`config.mk`:
```
export PLATFORM = sky130hd
export DESIGN_NAME = rf_wb_scheduler
export DESIGN_NICKNAME = d
export VERILOG_FILES = /design/src/rtl/rf_pkg.sv /design/src/rtl/rf_rr_arb2.sv /design/src/rtl/rf_wb_scheduler.sv
export SDC_FILE = /design/constraint.sdc
export NUM_CORES = 1
export LEC_CHECK = 0
export BUFFER_PORTS_ARGS = -buffer_cell sky130_fd_sc_hd__buf_2
export CORE_MARGIN = 4
export CORE_UTILIZATION = 47
export DETAILED_ROUTE_END_ITERATION = 6
export PLACE_DENSITY = 0.84
export SETUP_SLACK_MARGIN = 0.4
export SLEW_MARGIN = 15
export SYNTH_ARGS = -nofsm -noshare
export SYNTH_HDL_FRONTEND = slang
export SYNTH_SLANG_ARGS = --single-unit
```
`constraint.sdc`:
```
create_clock -name clk -period 3.2 [get_ports clk]
set_input_delay 0 -clock clk [delete_from_list [all_inputs] [get_ports clk]]
set_output_delay 0 -clock clk [all_outputs]
set_load 0.01 [all_outputs]
```
`src/rtl/rf_pkg.sv`:
```
// Shared definitions for the register-file writeback scheduler:
// datapath geometry, writeback request record and client indices.
package rf_pkg;

  localparam int DATA_W = 24;
  localparam int ADDR_W = 3;
  localparam int NREG   = 2 ** ADDR_W;

  localparam logic CLIENT_ALU = 1'b0;
  localparam logic CLIENT_MEM = 1'b1;

  typedef struct packed {
    logic              valid;
    logic [ADDR_W-1:0] rd;
    logic [DATA_W-1:0] data;
  } wb_req_t;

endpackage

```
`src/rtl/rf_rr_arb2.sv`:
```
// Two-way round-robin arbiter. A lone requester always wins; on contention
// the client named by rr_ptr wins and the pointer moves to the loser, so
// the loser is guaranteed the next contested grant.
module rf_rr_arb2
  import rf_pkg::*;
(
  input  logic       clk,
  input  logic       rst,
  input  logic [1:0] valid,
  output logic [1:0] grant
);

  logic rr_ptr;
  logic contest;

  // Grant decode: a grant is only ever given to a valid requester.
  always_comb begin
    contest  = valid[0] && valid[1];
    grant[0] = valid[0] && (!valid[1] || (rr_ptr == CLIENT_ALU));
    grant[1] = valid[1] && (!valid[0] || (rr_ptr == CLIENT_MEM));
  end

  // Pointer moves to the losing client on contested cycles only.
  always_ff @(posedge clk or posedge rst) begin
    if (rst) begin
      rr_ptr <= CLIENT_ALU;
    end else if (contest) begin
      rr_ptr <= ~rr_ptr;
    end
  end

endmodule

```
`src/rtl/rf_wb_scheduler.sv`:
```
// Writeback scheduler for the 8x24 register file: arbitrates the single
// write port between the ALU (client 0) and load (client 1) paths, drives
// the port through one register stage, and keeps the pending-write
// scoreboard used for hazard stalls.
// Optional macro RF_WB_SCHED_STATS_EN adds saturating 16-bit counters for
// contested cycles and discarded R0 writes.
module rf_wb_scheduler
  import rf_pkg::*;
(
  input  logic              clk,
  input  logic              rst,
  input  logic              wb0_valid,
  input  logic [ADDR_W-1:0] wb0_rd,
  input  logic [DATA_W-1:0] wb0_data,
  output logic              wb0_ready,
  input  logic              wb1_valid,
  input  logic [ADDR_W-1:0] wb1_rd,
  input  logic [DATA_W-1:0] wb1_data,
  output logic              wb1_ready,
  input  logic              iss_valid,
  input  logic [ADDR_W-1:0] iss_rd,
  output logic              iss_ready,
  input  logic [ADDR_W-1:0] qa_addr,
  input  logic [ADDR_W-1:0] qb_addr,
  output logic              qa_busy,
  output logic              qb_busy,
  output logic              rf_en_write,
  output logic [ADDR_W-1:0] rf_rw,
  output logic [DATA_W-1:0] rf_busw
`ifdef RF_WB_SCHED_STATS_EN
  ,
  output logic [15:0]       stat_conflicts,
  output logic [15:0]       stat_r0_drops
`endif
);

  localparam logic [NREG-1:0] R0_MASK = {{(NREG-1){1'b1}}, 1'b0};

  wb_req_t         req0, req1, sel;
  logic [1:0]      grant;
  logic            accept;
  logic [NREG-1:0] busy, set_mask, clr_mask;

  rf_rr_arb2 u_arb (
    .clk   (clk),
    .rst   (rst),
    .valid ({wb1_valid, wb0_valid}),
    .grant (grant)
  );

  // Request mux: with no grant sel is client 0's idle request, so sel.valid
  // is exactly "some request was accepted".
  always_comb begin
    req0      = '{valid: wb0_valid, rd: wb0_rd, data: wb0_data};
    req1      = '{valid: wb1_valid, rd: wb1_rd, data: wb1_data};
    sel       = grant[1] ? req1 : req0;
    accept    = sel.valid;
    wb0_ready = grant[0];
    wb1_ready = grant[1];
  end

  // Output stage: one write per clock; address/data hold when idle.
  always_ff @(posedge clk or posedge rst) begin
    if (rst) begin
      rf_en_write <= 1'b0;
      rf_rw       <= '0;
      rf_busw     <= '0;
    end else begin
      rf_en_write <= accept && (sel.rd != '0);
      if (accept) begin
        rf_rw   <= sel.rd;
        rf_busw <= sel.data;
      end
    end
  end

  // Scoreboard set/clear masks; clear tracks the register actually written.
  always_comb begin
    set_mask  = '0;
    clr_mask  = '0;
    iss_ready = !busy[iss_rd] || (iss_rd == '0);
    if (iss_valid && iss_ready && (iss_rd != '0)) set_mask[iss_rd] = 1'b1;
    if (rf_en_write) clr_mask[rf_rw] = 1'b1;
    qa_busy = busy[qa_addr];
    qb_busy = busy[qb_addr];
  end

  // Set is applied after clear so a same-edge reissue keeps the register busy.
  always_ff @(posedge clk or posedge rst) begin
    if (rst) begin
      busy <= '0;
    end else begin
      busy <= ((busy & ~clr_mask) | set_mask) & R0_MASK;
    end
  end

`ifdef RF_WB_SCHED_STATS_EN
  // Saturating event counters.
  always_ff @(posedge clk or posedge rst) begin
    if (rst) begin
      stat_conflicts <= '0;
      stat_r0_drops  <= '0;
    end else begin
      if (wb0_valid && wb1_valid && (stat_conflicts != 16'hFFFF))
        stat_conflicts <= stat_conflicts + 16'd1;
      if (accept && (sel.rd == '0) && (stat_r0_drops != 16'hFFFF))
        stat_r0_drops <= stat_r0_drops + 16'd1;
    end
  end
`endif

endmodule

```
; ---- Yosys cells after proc, flatten, opt, wreduce, memory -nomap -nowiden
; Cells that the tools add are included.
[totals]
register_bits = 36
out_inout_bits = 33
wordCells = 45
[classes]
n_lt_le_gt_ge = 6
muxes = 13
n_bitwise = 4
n_reduce_logical = 17
[ops]
columns = operator, n
row1 = 2-to-1 mux 28 bit, 1
row2 = "less-than comparator 3 x 4 -> 1 bit, second input constant", 4
row3 = 2-to-1 mux 8 bit, 2
row4 = binary-select mux 1 bit (select 3 bit), 3
row5 = bitwise AND 8 bit, 1
row6 = logical AND 1 bit, 8
row7 = NOT 8 bit, 1
row8 = bitwise OR 8 bit, 1
row9 = demux 1 bit (select 3 bit), 2
row10 = "greater-or-equal comparator 3 x 1 -> 1 bit, second input constant", 2
row11 = nonzero test 3 bit, 2
row12 = 2-to-1 mux 1 bit, 5
row13 = zero test 1 bit, 3
row14 = zero test 3 bit, 1
row15 = logical OR 1 bit, 3
row16 = NOT 1 bit, 1

; ---- Longest topological paths before layout
[depth]
ltp_word = 8
depth_mapped = 6
depth_no_buf = 5

; ---- Hierarchy
; From an unflattened synthesis, not the netlist that was laid out.
[unflattened]
cells_unflattened = 186
area_unflattened_um2 = 1920.6
[modules_own_cells]
columns = module, instances, cells_each, area_per_inst_um2
row1 = rf_wb_scheduler, 1, 179, 1860.5
row2 = rf_rr_arb2, 1, 7, 60.1

; ---- Worst setup path before layout
; OpenSTA, ideal clock, no wires.
[synth_path]
kind = flip-flop to flip-flop
from = register u_arb.rr_ptr
to = register rf_en_write
arrival_ns = 1.119
required_ns = 3.127
setup_slack_ns = 2.008
stages_incl_launch_ff = 4
n_path_buf = 0
period_less_slack_ns = 1.192
cell_sequence = dfrtp_1 o21ai_4 mux2_2 a21boi_2
[synth_between]
elab_chain_cells = 5
[synth_rtl]
columns = item, line
row1 = from (decl), rf_rr_arb2.sv:13  ; logic rr_ptr;
row2 = from (signal assigned), rf_rr_arb2.sv:28  ; rr_ptr <= ~rr_ptr;
row3 = logical OR 1 bit (*), rf_rr_arb2.sv:20  ; grant[1] = valid[1] && (!valid[0] || (rr_ptr == CLIENT_MEM));
row4 = logical AND 1 bit (*), rf_rr_arb2.sv:20
row5 = 2-to-1 mux 28 bit (*), rf_wb_scheduler.sv:56  ; sel = grant[1] ? req1 : req0;
row6 = nonzero test 3 bit, rf_wb_scheduler.sv:69  ; rf_en_write <= accept && (sel.rd != '0);
row7 = logical AND 1 bit (*), rf_wb_scheduler.sv:69
row8 = to (signal assigned), rf_wb_scheduler.sv:69
row9 = to (decl), rf_wb_scheduler.sv:27  ; output logic rf_en_write,
; Every way passes the cells marked *; elsewhere a longest branch is shown, timed or not.
; A chain may end at the register's enable or synchronous reset.

; ---- Worst setup path after layout
[layout_path]
from = register u_arb.rr_ptr
to = register rf_busw[5]
[layout_between]
elab_chain_cells = 3
[layout_rtl]
columns = item, line
row1 = logical OR 1 bit, rf_rr_arb2.sv:20
row2 = logical AND 1 bit, rf_rr_arb2.sv:20
row3 = 2-to-1 mux 28 bit, rf_wb_scheduler.sv:56
row4 = to (signal assigned), rf_wb_scheduler.sv:72  ; rf_busw <= sel.data;
row5 = to (decl), rf_wb_scheduler.sv:29  ; output logic [DATA_W-1:0] rf_busw
; No other way between the ends.

==> out/qor.json <==
{
  "fin_crit": {"value": 2.067, "unit": "ns"},
  "gpl.final_weighted_congestion": {"value": 0.8464},
  "cts-buffers-inserted": {"value": 5},
  "dieHeight": {"value": 70, "unit": "um"},
  "finished_cell_area": {"value": 2828, "unit": "um^2"},
  "final_max_slew_viol_count": {"value": 0},
  "grt_pass1_wl": {"value": 11120, "unit": "um"},
  "wire_per_inst": {"value": 18.16, "unit": "um"},
  "ctsLongestPathBuffers": {"value": 2},
  "setup_tns": {"value": 0, "unit": "ns"},
  "mappedNetlistArea": {"value": 1807, "unit": "um^2"},
  "cts.sink_count": {"value": 36},
  "vias_in_the_first_global_route": {"value": 2301},
  "cp_cell_sequence": {"value": "o21ai_4 > o22ai_1 > dlygate4sd3_1 > nor2_1"},
  "via_count": {"value": 2139},
  "postSynth.asyncResetShare": {"value": 100.0, "unit": "%"},
  "placement.io_buffers": {"value": 100},
  "critPathRequiredTime": {"value": 3.41, "unit": "ns"},
  "max_cap_viol_count": {"value": 0},
  "power.share.switching": {"value": 35.21, "unit": "%"},
  "path_clk_slew": {"value": 0.07, "unit": "ns"},
  "clock_power_share": {"value": 20.9, "unit": "%"},
  "cp_num_buf_inv": {"value": 1},
  "power.total": {"value": 1.663, "unit": "mW"},
  "first_pass_iters": {"value": 5},
  "die_width": {"value": 70, "unit": "um"},
  "syn_to_final_growth": {"value": 56.51, "unit": "%"},
  "antenna-diode-count": {"value": 0},
  "netlist_instances": {"value": 190},
  "clk_latency": {"value": 0.28, "unit": "ns"},
  "synth_enable_flop_cells": {"value": 0},
  "floorplan.die_area": {"value": 4900, "unit": "um^2"},
  "nNetsFinal": {"value": 400},
  "dp.final_hpwl": {"value": 3579, "unit": "um"},
  "wirelength": {"value": 6900, "unit": "um"},
  "tritoncts": {"value": "done"},
  "power_leakage": {"value": 1.357, "unit": "nW"},
  "grt_usage": {"value": 29.31, "unit": "%"},
  "fillCellCount": {"value": 231},
  "yosys.cell_count.top_type": {"value": "nor2_1"},
  "fin_cells": {"value": 380},
  "unrepaired_setup_endpoints_after_global_routing": {"value": "no"},
  "setup-violations-final": {"value": 0},
  "hold_viol": {"value": 0},
  "globalRouteMet2Util": {"value": 52.99, "unit": "%"},
  "worst_clock_skew": {"value": 0.004718, "unit": "ns"},
  "groute.layer.met1.usage": {"value": 31.45, "unit": "%"},
  "grt_overflow": {"value": 0},
  "placed_cells_incl_taps": {"value": 329},
  "synthDominantAreaCellType": {"value": "dfrtp_1"},
  "p_int": {"value": 1.078, "unit": "mW"},
  "critical_path_peak_fanout": {"value": 27},
  "comb_power_share": {"value": 37.0, "unit": "%"},
  "ys_warn_count": {"value": 0},
  "setup.worst_path.start_class": {"value": "flop"},
  "endpoint_type_of_the_worst_setup_path": {"value": "flop"},
  "yosys-top-cells-area": {"value": "dfrtp_1 50%, nor2_1 12%, o22ai_1 9.0%"},
  "critical-path-max-stage-delay": {"value": 0.62, "unit": "ns"},
  "placed_cell_area": {"value": 2291, "unit": "um^2"},
  "ant_nets": {"value": 0},
  "outcome": {"value": "finished clean"},
  "worst_hold_slack": {"value": 0.01687, "unit": "ns"},
  "grt_busiest_layer": {"value": "met2"},
  "drt-initial-drc-count": {"value": 183},
  "grt_util_met3": {"value": 7.914, "unit": "%"},
  "cts_resized": {"value": 0},
  "synthDominantCellAreaShare": {"value": 49.86, "unit": "%"},
  "drc_errors": {"value": 0},
  "cts_max_level": {"value": 2},
  "worst_slack": {"value": 1.133, "unit": "ns"},
  "worst_ir_drop_vdd": {"value": 509.1, "unit": "uV"},
  "max_clock_freq": {"value": 483.9, "unit": "MHz"},
  "crit_slowest_cell": {"value": "o21ai_4"},
  "synth_common_cells": {"value": "58 x nor2_1, 36 x dfrtp_1, 26 x o22ai_1, 11 x o21ai_0, 10 x nand2_1"},
  "fp_rows": {"value": 22},
  "fraction_of_final_layout_cells_sized_beyond_drive_strength_1": {"value": 36.75, "unit": "%"},
  "synth.yosys.seq_area_share": {"value": 49.86, "unit": "%"},
  "cts_root_buf": {"value": "clkbuf_8"},
  "power_switching": {"value": 0.5856, "unit": "mW"},
  "share_seq_of_total_power": {"value": 42.2, "unit": "%"},
  "synth_fp_nets": {"value": 258},
  "pin_count_of_the_biggest_net_entering_global_routing": {"value": 29},
  "synth_cell_types": {"value": 29},
  "fin_crit_sh": {"value": 64.58, "unit": "%"},
  "hp-class": {"value": "in2reg"},
  "ys_seq_elements": {"value": 36},
  "ys.flop_type": {"value": "dfrtp_1"},
  "placeableCoreArea": {"value": 3689, "unit": "um^2"},
  "routed_via_density": {"value": 5.629},
  "antenna_found_initial": {"value": 0},
  "core_utilization_of_the_finished_layout": {"value": 76.66, "unit": "%"},
  "pre_cts_ws": {"value": 1.598, "unit": "ns"},
  "setup.worst_path.class": {"value": "reg2reg"},
  "tightest_slew": {"value": 0.9845, "unit": "ns"},
  "initial_core_util": {"value": 48.98, "unit": "%"},
  "power.density_cell_area": {"value": 588.1, "unit": "nW/um^2"},
  "cp_arrival": {"value": 2.27, "unit": "ns"},
  "io-pin-count": {"value": 101},
  "crit_family": {"value": "compound AO/OA/AOI/OAI gates"},
  "slew-limit-headroom": {"value": 34.29, "unit": "%"},
  "syn_area_cell": {"value": 9.509, "unit": "um^2"}
}
-- timing repair --
item / CTS / global route
hold buffers: 44 / 0
buffers inserted: 0 / 0
endpoints found under the hold margin: 49 / 0
-- cell type report --
| type | count | area [um^2] | share of cell area [%] |
|---|---|---|---|
| well taps | 48 | 60.06 | 2.124 |
| flip-flops and latches | 36 | 900.9 | 31.86 |
| repair buffers | 146 | 955.9 | 33.81 |
| inverters | 4 | 15.01 | 0.5310 |
| clock buffers | 7 | 96.34 | 3.407 |
| multi-input cells | 139 | 799.5 | 28.27 |
-- worst min-delay path: cells and delay by family --
| family | cells | cell delay (ns) |
|---|---|---|
| simple gates | 1 | 0.10 |
| buf+inv | 1 | 0.08 |
| compound gates | 1 | 0.08 |
-- sequential cells by signal, summed over array words and instances, names as in the netlist --
name          flops
rf_busw          24
busy              7
rf_rw             3
rf_en_write       1
u_arb.rr_ptr      1
-- power groups by stage --
stage	Clock [mW]	Sequential [mW]	Combinational, mW
after detailed placement	0	0.698	0.499
after global placement	0	0.690	0.484
after CTS	0.345	0.690	0.583
after global routing	0.371	0.717	0.665
final	0.347	0.702	0.615
after floorplan	0	0.706	0.292
-- cell families (layout without fill, tap and decap cells) --
family / count (synthesis) / after routing / synth area share [%]
XOR/XNOR: 1 / 1 / 0.4849
multiplexers: 9 / 9 / 7.271
buffers and inverters: 15 / 157 / 5.886
AND/OR/NAND/NOR: 79 / 79 / 18.84
flip-flops: 36 / 36 / 49.86
AO/OA/AOI/OAI: 50 / 50 / 17.66
-- cells in the final DEF (no fill, tap or decap), drive strengths merged, types with 2 or more instances in the layout --
master       synthesis  layout
nand2b               3       3
nand2               11      11
nor2                58      58
a21oi                6       6
dfrtp               36      36
o21ai               12      12
mux4                 3       3
nand4b               3       3
buf                  9     102
mux2                 3       3
o221a                2       2
clkbuf               2       7
mux2i                3       3
inv                  4       4
o22ai               26      26
dlygate4sd3          0      44
-- layer usage --
layer,wire length [um],up-vias
met5,0,-
met3,601,40
li1,-,959
met2,3582,149
met4,374,0
met1,2341,991
-- path summary, 6_finish.rpt --
path                              startpoint           to  slack (ns)  depth (start not counted)
min in group asynchronous                rst  rf_busw[11]        0.49                          3
worst min register to register   rf_busw[10]  rf_busw[10]        0.51                          2
worst min-delay path             wb1_data[2]   rf_busw[2]        0.02                          3
max in group asynchronous                rst   rf_busw[2]        1.87                          5
worst max-delay path            u_arb.rr_ptr   rf_busw[5]        1.13                          4
worst max register to register  u_arb.rr_ptr   rf_busw[5]        1.13                          4
(Power assumes the default switching activity.)
